[src/rtl/score_scan_ctrl.sv]
// Score registers for two players plus a 4-digit multiplexed scan of the shared decoder.
// Optional macro LEADING_ZERO_BLANK_EN blanks tens digits that are zero.
module score_scan_ctrl #(
  parameter int WIN_SCORE   = 21,
  parameter int DWELL_TICKS = 4
) (
  input  logic       clk,
  input  logic       clk_1ms,
  input  logic       reset,
  input  logic       point_p1,
  input  logic       point_p2,
  input  logic       clear_scores,
  output logic [4:0] p1_score,
  output logic [4:0] p2_score,
  output logic       game_over,
  output logic [4:0] digit_value,
  output logic [3:0] digit_an
);

  localparam logic [4:0] WIN        = 5'(WIN_SCORE);
  localparam logic [3:0] DWELL_LAST = 4'(DWELL_TICKS - 1);
  localparam logic [4:0] BLANK      = 5'h1F;

  typedef enum logic [1:0] {
    S_P1T = 2'd0,
    S_P1U = 2'd1,
    S_P2T = 2'd2,
    S_P2U = 2'd3
  } state_t;

  state_t     state;
  logic [3:0] dwell;
  logic [4:0] snap_p1;
  logic [4:0] snap_p2;

  logic [4:0] p1_nxt;
  logic [4:0] p2_nxt;
  logic       advance;
  logic [4:0] sel_score;
  logic [4:0] tens;
  logic [4:0] units;
  logic [4:0] val_cur;
  logic [3:0] an_cur;

  function automatic logic [4:0] tens_of(input logic [4:0] s);
    if (s >= 5'd30)      return 5'd3;
    else if (s >= 5'd20) return 5'd2;
    else if (s >= 5'd10) return 5'd1;
    else                 return 5'd0;
  endfunction

  always_comb begin
    p1_nxt = p1_score;
    p2_nxt = p2_score;
    if (clear_scores) begin
      p1_nxt = 5'd0;
      p2_nxt = 5'd0;
    end else if (!game_over) begin
      if (point_p1 && p1_score != WIN) p1_nxt = p1_score + 5'd1;
      if (point_p2 && p2_score != WIN) p2_nxt = p2_score + 5'd1;
    end
  end

  assign advance = clk_1ms && (dwell == DWELL_LAST);

  always_comb begin
    sel_score = (state == S_P1T || state == S_P1U) ? snap_p1 : snap_p2;
    tens      = tens_of(sel_score);
    units     = sel_score - tens * 5'd10;
    val_cur   = units;
    an_cur    = 4'b1111;
    unique case (state)
      S_P1T: an_cur = 4'b0111;
      S_P1U: an_cur = 4'b1011;
      S_P2T: an_cur = 4'b1101;
      S_P2U: an_cur = 4'b1110;
    endcase
    if (state == S_P1T || state == S_P2T) begin
`ifdef LEADING_ZERO_BLANK_EN
      val_cur = (tens == 5'd0) ? BLANK : tens;
`else
      val_cur = tens;
`endif
    end
  end

  always_ff @(posedge clk) begin
    if (!reset) begin
      p1_score    <= 5'd0;
      p2_score    <= 5'd0;
      game_over   <= 1'b0;
      state       <= S_P1T;
      dwell       <= 4'd0;
      snap_p1     <= 5'd0;
      snap_p2     <= 5'd0;
      digit_value <= BLANK;
      digit_an    <= 4'b1111;
    end else begin
      p1_score  <= p1_nxt;
      p2_score  <= p2_nxt;
      game_over <= (p1_nxt == WIN) || (p2_nxt == WIN);
      if (advance) begin
        // one dark cycle on every digit change avoids ghosting
        state       <= state_t'(state + 2'd1);
        dwell       <= 4'd0;
        digit_value <= BLANK;
        digit_an    <= 4'b1111;
        if (state == S_P2U) begin
          snap_p1 <= p1_score;
          snap_p2 <= p2_score;
        end
      end else begin
        if (clk_1ms) dwell <= dwell + 4'd1;
        digit_value <= val_cur;
        digit_an    <= an_cur;
      end
    end
  end

endmodule

[config.mk]
export PLATFORM = sky130hd
export DESIGN_NAME = score_scan_ctrl
export DESIGN_NICKNAME = d
export VERILOG_FILES = /design/src/rtl/score_scan_ctrl.sv
export SDC_FILE = /design/constraint.sdc
export NUM_CORES = 1
export LEC_CHECK = 0
export ABC_AREA = 0
export ABC_CLOCK_PERIOD_IN_PS = 5100
export CORE_AREA = 2 2 59 61
export CTS_CLUSTER_DIAMETER = 80
export DETAILED_ROUTE_END_ITERATION = 10
export DIE_AREA = 0 0 61 63
export GPL_TIMING_DRIVEN = 0
export PLACE_DENSITY = 0.78
export SYNTH_ARGS = -nofsm -noshare
export SYNTH_HDL_FRONTEND = slang
export SYNTH_SLANG_ARGS = --single-unit
[constraint.sdc]
create_clock -name clk -period 5.1 [get_ports clk]
set_input_delay 0.765 -clock clk [delete_from_list [all_inputs] [get_ports clk]]
set_output_delay 0.765 -clock clk [all_outputs]
set_load 0.01 [all_outputs]
==> results of run 1 <==
==> worst reg2reg max path, cell delays in order, from the launching register on <==
cell and delay (ns):
dfxtp_1 0.39, inv_1 0.13, ha_1 0.29, or4b_2 0.63, o21ai_0 0.17, o21bai_2 0.18, mux2_4 0.16, ha_1 0.15
inv_1 0.05, ha_1 0.18, xor2_1 0.16, a21o_1 0.18
==> per-layer routing <==
layer	wire, um	track usage [%]	vias up	part of all wire [%]
met5	0	0	-	0
met4	55	8.42	0	1.7
met3	133	4.97	6	4.1
met2	1620	33.1	28	49
met1	1470	23.7	651	45
li1	-	-	713	-
==> sequential cells by signal, summed over array words and instances, names as in the netlist <==
signal and cells:
p2_score 5, snap_p2 5, snap_p1 5, state 2, digit_an 4, dwell 4
game_over 1, digit_value 5, p1_score 5
==> synth_stat cells, drive strengths merged (3+ instances only) <==
cell type	n	share of area (%)
dfxtp	36	41
nand2	22	4.7
nor2	15	3.2
ha	14	10
nand3	13	3.7
a21boi	10	4.3
a21oi	6	1.7
inv	6	1.3
o21ai	6	2.4
clkbuf	5	1.1
mux2i	5	3.6
xor2	5	2.5
a211oi	4	1.7
nand2b	4	1.4
nand4	4	1.4
nor2b	4	1.4
xnor2	4	2.0
and2	3	1.1
==> how the worst max path moves through the flow <==
| stage | start | cells past startpoint | to | slack (ns) |
|---|---|---|---|---|
| after floorplan | state[0] | 11 | digit_value[3] | 2.54 |
| after global placement | state[0] | 11 | digit_value[3] | 2.42 |
| after detailed placement | state[0] | 11 | digit_value[3] | 2.36 |
| after CTS | state[0] | 11 | digit_value[3] | 2.34 |
| after global routing | state[1] | 11 | digit_value[3] | 2.19 |
| final | state[0] | 11 | digit_value[3] | 2.35 |
==> power breakdown <==
part / switching, mW / internal, mW
logic: 0.0201 / 0.0231
clock network: 0.0911 / 0.0655
registers: 0.00551 / 0.288
==> cells in the final DEF, fill, tap and decap left out, types with 2 or more instances in the layout <==
cell,n
nand2_1,22
nand3_1,13
nor2_1,15
clkinv_2,2
and2_1,3
dfxtp_1,36
inv_1,6
ha_1,14
and3_1,2
clkdlybuf4s50_1,25
mux2i_1,4
nand4b_1,2
mux2_4,2
nand2b_1,4
a21boi_0,10
clkbuf_1,5
nand4_1,4
xnor2_1,4
nor2b_1,4
a211oi_1,4
o21ai_0,5
clkbuf_4,5
a21oi_1,6
xor2_1,5
==> cell families after synthesis <==
kind of cell    count (synthesis)
xor+xnor                        9
flops                          36
buf+inv                        11
compound gates                 34
simple gates                   76
mux                             7
fa+ha+maj                      14
==> through the flow <==
step,instances,total power [mW],hold slack (ns),utilization (%)
final,266,0.493,0.487,65.4
after global routing,266,0.518,0.516,65.4
after CTS,266,0.501,0.496,65.4
after detailed placement,258,0.343,0.467,63.5
after global placement,258,0.341,0.461,63.5
after floorplan,187,0.324,0.443,-
==> layout make-up <==
type,instances,area (sq um),share of cell area [%]
multi-input cells,140,981,46.4
flip-flops and latches,36,721,34.1
repair buffers,25,250,11.8
well taps,46,57.6,2.73
clock buffers,6,51.3,2.43
inverters,6,22.5,1.07
plain buffers,5,18.8,0.889
clock inverters,2,10.0,0.474
==> impl_metrics.json, run 1 <==
{
  "clk_latency_ns": 0.35,
  "synth_ff_type": "dfxtp_1",
  "track_usage_pct": 19.9,
  "worstPathMaxFanout": 6,
  "holdBufCountCts": 0,
  "pre_cts_ws_ns": 2.36,
  "crit_arrival_ns": 3.00,
  "setup_viol": 0,
  "synth-simple-area-share_pct": 22.3,
  "cp-start-kind": "flip-flop",
  "r2r_start": "state[0]",
  "num_vias": 1398,
  "end_kind": "flip-flop",
  "synth_top_family_by_area": "simple AND/OR/NAND/NOR gates",
  "maxSlewHeadroom_pct": 68.3,
  "grt_max_degree": 12,
  "clk_pin_slew_ns": 0.10,
  "power.density_mw_per_mm2": 233,
  "syn-num-nets": 207,
  "avgSynthCellArea_sq_um": 9.32,
  "rsz0062_at_grt": "no",
  "crit_type": "reg -> reg",
  "rows": 21,
  "r2r_slack_ns": 2.35,
  "drv_slew": 0,
  "worst_slack_ns": 2.35,
  "reg2reg_to": "digit_value[3]",
  "n_antenna_cell": 0,
  "setup_tns_ns": 0,
  "grt_pass1_vias": 1407,
  "fillers": 284,
  "port-buffer-count": 25,
  "cts_setup_buffers": 0,
  "whs_path_depth": 2,
  "h-tree-depth": 2,
  "grt_overflow": 0,
  "viasPerCell": 5.26,
  "dr.pass1.iters": 5,
  "clock_sinks": 36,
  "worstRegToRegCells": 11,
  "cp_common_cell": "ha_1",
  "netlist_instances": 187,
  "synth_xor_area_share_pct": 4.52,
  "grt_pass1_wl_um": 5910,
  "max_freq_mhz": 363,
  "core_sq_mm": 0.00323,
  "cts_tree": "done",
  "ys_seq_area_share_pct": 41.3,
  "p_leak_nw": 0.800,
  "dpl-instance-area_sq_mm": 0.00205,
  "synthArstFlopShare_pct": 0,
  "cts_buffer_depth": 2,
  "area_growth_syn_to_layout_pct": 21.2,
  "whs_endpoint": "snap_p2[0]",
  "cts_resized": 0,
  "antenna_found_initial": 0,
  "drc": 0,
  "root_buffer": "clkbuf_4",
  "muxShareOfSynthArea_pct": 5.31,
  "synth-seq-cells": 36,
  "fin_crit_sh_pct": 53.9,
  "drt_iter0_drc": 39,
  "fp.dieH_um": 63,
  "syn-cell-area_sq_mm": 0.00174,
  "drtAntennaViolNets": 0,
  "critPathSlowestCell": "or4b_2",
  "worstPathRequired_ns": 5.35,
  "synth_compound_area_share_pct": 14.1,
  "critical-path-max-stage-delay_ns": 0.63,
  "cts_buffers": 5,
  "fp.dieArea_sq_mm": 0.00384,
  "die_w_um": 61,
  "layout-drive-gt1-share_pct": 7.73,
  "design_area_sq_mm": 0.00211,
  "yosys_warnings": 0,
  "status": "completed",
  "dp.final_hpwl_um": 2490,
  "hold_violations": 0,
  "path_cells": "inv_1 -> ha_1 -> or4b_2 -> o21ai_0 -> o21bai_2 -> mux2_4 -> ha_1 -> inv_1 -> ha_1 -> xor2_1 -> a21o_1",
  "hold_path_class": "reg -> reg",
  "drv_cap": 0,
  "io_pins": 26,
  "finClkSkew_ns": 0.0114,
  "start_util_pct": 53.9,
  "place.gp.congestion": 0.798,
  "worst_pin_slew_ns": 0.473,
  "final_nets": 239,
  "cp_top_family": "simple AND/OR/NAND/NOR gates",
  "hold_path.startpoint": "snap_p2[0]",
  "drt-total-wl_um": 3280,
  "synth.distinct_cells": 38,
  "ir_drop_v": 0.000105,
  "min_period_ns": 2.75,
  "critical_path_buf_inv_count": 2,
  "synth_edf_count": 0,
  "post_drt_wl_per_cell_um": 12.3,
  "yosys.area_share.adder_pct": 10.1
}
(Power assumes the default switching activity.)
==> inputs of run 2 (changes only) <==
--- a/config.mk
+++ b/config.mk
@@ -6,13 +6,13 @@
 export NUM_CORES = 1
 export LEC_CHECK = 0
 export ABC_AREA = 0
-export ABC_CLOCK_PERIOD_IN_PS = 5100
-export CORE_AREA = 2 2 59 61
+export ABC_CLOCK_PERIOD_IN_PS = 2600
+export CORE_AREA = 2 2 61 63
 export CTS_CLUSTER_DIAMETER = 80
 export DETAILED_ROUTE_END_ITERATION = 10
-export DIE_AREA = 0 0 61 63
+export DIE_AREA = 0 0 63 65
 export GPL_TIMING_DRIVEN = 0
-export PLACE_DENSITY = 0.78
+export PLACE_DENSITY = 0.74
 export SYNTH_ARGS = -nofsm -noshare
 export SYNTH_HDL_FRONTEND = slang
 export SYNTH_SLANG_ARGS = --single-unit
==> constraint.sdc (replaced) <==
create_clock -name clk -period 2.6 [get_ports clk]
set_input_delay 0.39 -clock clk [delete_from_list [all_inputs] [get_ports clk]]
set_output_delay 0.39 -clock clk [all_outputs]
set_load 0.01 [all_outputs]
==> impl_metrics.json, run 2 (synthesized netlist as in run 1, its figures left out) <==
{
  "status": "completed",
  "dr.max_layer_used": "met4",
  "max_freq_mhz": 392,
  "num_vias": 1473,
  "n_antenna_cell": 0,
  "cts_tree": "done",
  "hold_path_class": "reg -> reg",
  "worst_pin_slew_ns": 0.521,
  "cts_buffer_depth": 2,
  "cp-start-kind": "flip-flop",
  "hold_path.startpoint": "snap_p1[0]",
  "hold_violations": 0,
  "power.density_mw_per_mm2": 471,
  "track_usage_pct": 19.4,
  "drtAntennaViolNets": 0,
  "drt-total-wl_um": 3810,
  "place.gp.congestion": 0.822,
  "area_growth_syn_to_layout_pct": 28.1,
  "drc": 0,
  "r2r_slack_ns": 0.05,
  "finClkSkew_ns": 0.0126,
  "io_pins": 26,
  "wl_met2_um": 2000,
  "p_clk_share_pct": 37.0,
  "drv_cap": 0,
  "root_buffer": "clkbuf_4",
  "final_nets": 245,
  "core_sq_mm": 0.00350,
  "fillers": 304,
  "crit_arrival_ns": 2.77,
  "setup_viol": 0,
  "seqPwrFrac_pct": 54.6,
  "fin_crit_sh_pct": 98.1,
  "whs_endpoint": "snap_p1[0]",
  "clk_latency_ns": 0.35,
  "maxSlewHeadroom_pct": 65.2,
  "final_util_pct": 63.9,
  "grt_pass1_vias": 1463,
  "die_w_um": 63,
  "rows": 22,
  "start_util_pct": 49.9,
  "p_leak_nw": 0.837,
  "fp.dieH_um": 65,
  "r2r_start": "state[1]",
  "h-tree-depth": 2,
  "grt_max_degree": 12,
  "p_int_mw": 0.811,
  "end_kind": "flip-flop",
  "p_sw_mw": 0.241,
  "port-buffer-count": 25,
  "final_common_cell": "dfxtp_1",
  "grt_overflow": 0,
  "stdcell_count": 274,
  "sw_frac_of_total_pct": 22.9,
  "cts_buffers": 5,
  "clock_sinks": 36,
  "whs_path_depth": 2,
  "viasPerCell": 5.38,
  "layout_common_cells": "34 x dfxtp_1, 25 x clkdlybuf4s50_1, 22 x nand2_1",
  "drt_iter0_drc": 37,
  "dp_cells": 260,
  "dp.final_hpwl_um": 2620,
  "grt_pass1_wl_um": 6310,
  "setup_tns_ns": 0,
  "ir_drop_v": 0.000284,
  "crit_type": "reg -> reg",
  "clk_pin_slew_ns": 0.11,
  "holdBufCountCts": 0,
  "layout-drive-gt1-share_pct": 14.2,
  "met1_length_um": 1580,
  "finalPower_mw": 1.05,
  "min_period_ns": 2.55,
  "post_drt_wl_per_cell_um": 13.9,
  "worstPathMaxFanout": 4,
  "drv_slew": 0,
  "wl_met3_um": 143,
  "worstRegToRegCells": 12,
  "worstPathRequired_ns": 2.82,
  "combPwrFrac_pct": 8.4,
  "reg2reg_to": "digit_value[2]",
  "antenna_found_initial": 0,
  "dr.pass1.iters": 4,
  "fp.dieArea_sq_mm": 0.00410
}
## run 2: cell types whose count changed in the layout (fill, tap and decap cells not counted), sizes merged
cell | previous run | this run
clkinv | 2 | 1
buf | 0 | 6
bufinv | 0 | 1
clkinvlp | 0 | 1
inv | 6 | 5
## run 2: timing repair
| item | CTS | global route |
|---|---|---|
| endpoints found under the setup margin | 2 | 2 |
| gates cloned | 0 | 0 |
| gates resized for setup | 6 | 11 |
| pin swaps | 0 | 2 |
| setup buffers | 0 | 6 |
## run 2: cell type report
| class | instances | area, sq um | area share [%] |
|---|---|---|---|
| repair buffers | 31 | 295 | 13.2 |
| well taps | 48 | 60.1 | 2.69 |
| flip-flops and latches | 36 | 728 | 32.6 |
| plain buffers | 5 | 18.8 | 0.840 |
| multi-input cells | 140 | 1030 | 46.1 |
| inverters | 6 | 26.3 | 1.18 |
| clock inverters | 2 | 35.0 | 1.57 |
| clock buffers | 6 | 41.3 | 1.85 |
## run 2: worst max path at each step
stage	startpoint	end	slack [ns]
floorplan	state[0]	digit_value[3]	0.04
global placement	state[0]	digit_value[3]	-0.07
detailed placement	state[0]	digit_value[3]	-0.14
CTS	state[0]	digit_value[3]	0.01
global route	state[1]	digit_value[2]	-0.04
finish	state[1]	digit_value[2]	0.05
## run 2: metrics by stage
stage | hold slack (ns) | setup slack, ns | cell area [sq um]
3_5_place_dp | 0.462 | -0.140 | 2050
5_1_grt | 0.501 | -0.0411 | 2230
3_3_place_gp | 0.460 | -0.0749 | 2050
6_report | 0.478 | 0.0486 | 2230
2_1_floorplan | 0.443 | 0.0449 | 1740
4_1_cts | 0.477 | 0.0109 | 2140
## run 2: layer usage
layer | vias up | track usage [%]
li1 | 730 | -
met1 | 698 | 21.0
met2 | 35 | 35.8
met3 | 10 | 4.86
met4 | 0 | 8.06
met5 | - | 0
## run 2: power by group through the flow
stage / Clock, mW / Combinational, mW / Sequential [mW]
after floorplan: 0 / 0.0437 / 0.591
after global placement: 0 / 0.0825 / 0.588
after detailed placement: 0 / 0.0854 / 0.589
after CTS: 0.393 / 0.0861 / 0.576
after global routing: 0.431 / 0.0975 / 0.577
final: 0.389 / 0.0884 / 0.574
## run 2: worst max-delay path, cell delays in order, from the launching register on
cell	delay, ns
dfxtp_4	0.38
clkinvlp_4	0.14
ha_4	0.21
buf_4	0.13
or4b_4	0.50
o21ai_4	0.11
o21bai_4	0.07
mux2_4	0.27
ha_2	0.18
inv_1	0.05
ha_2	0.26
nand2_1	0.08
nand2_1	0.05
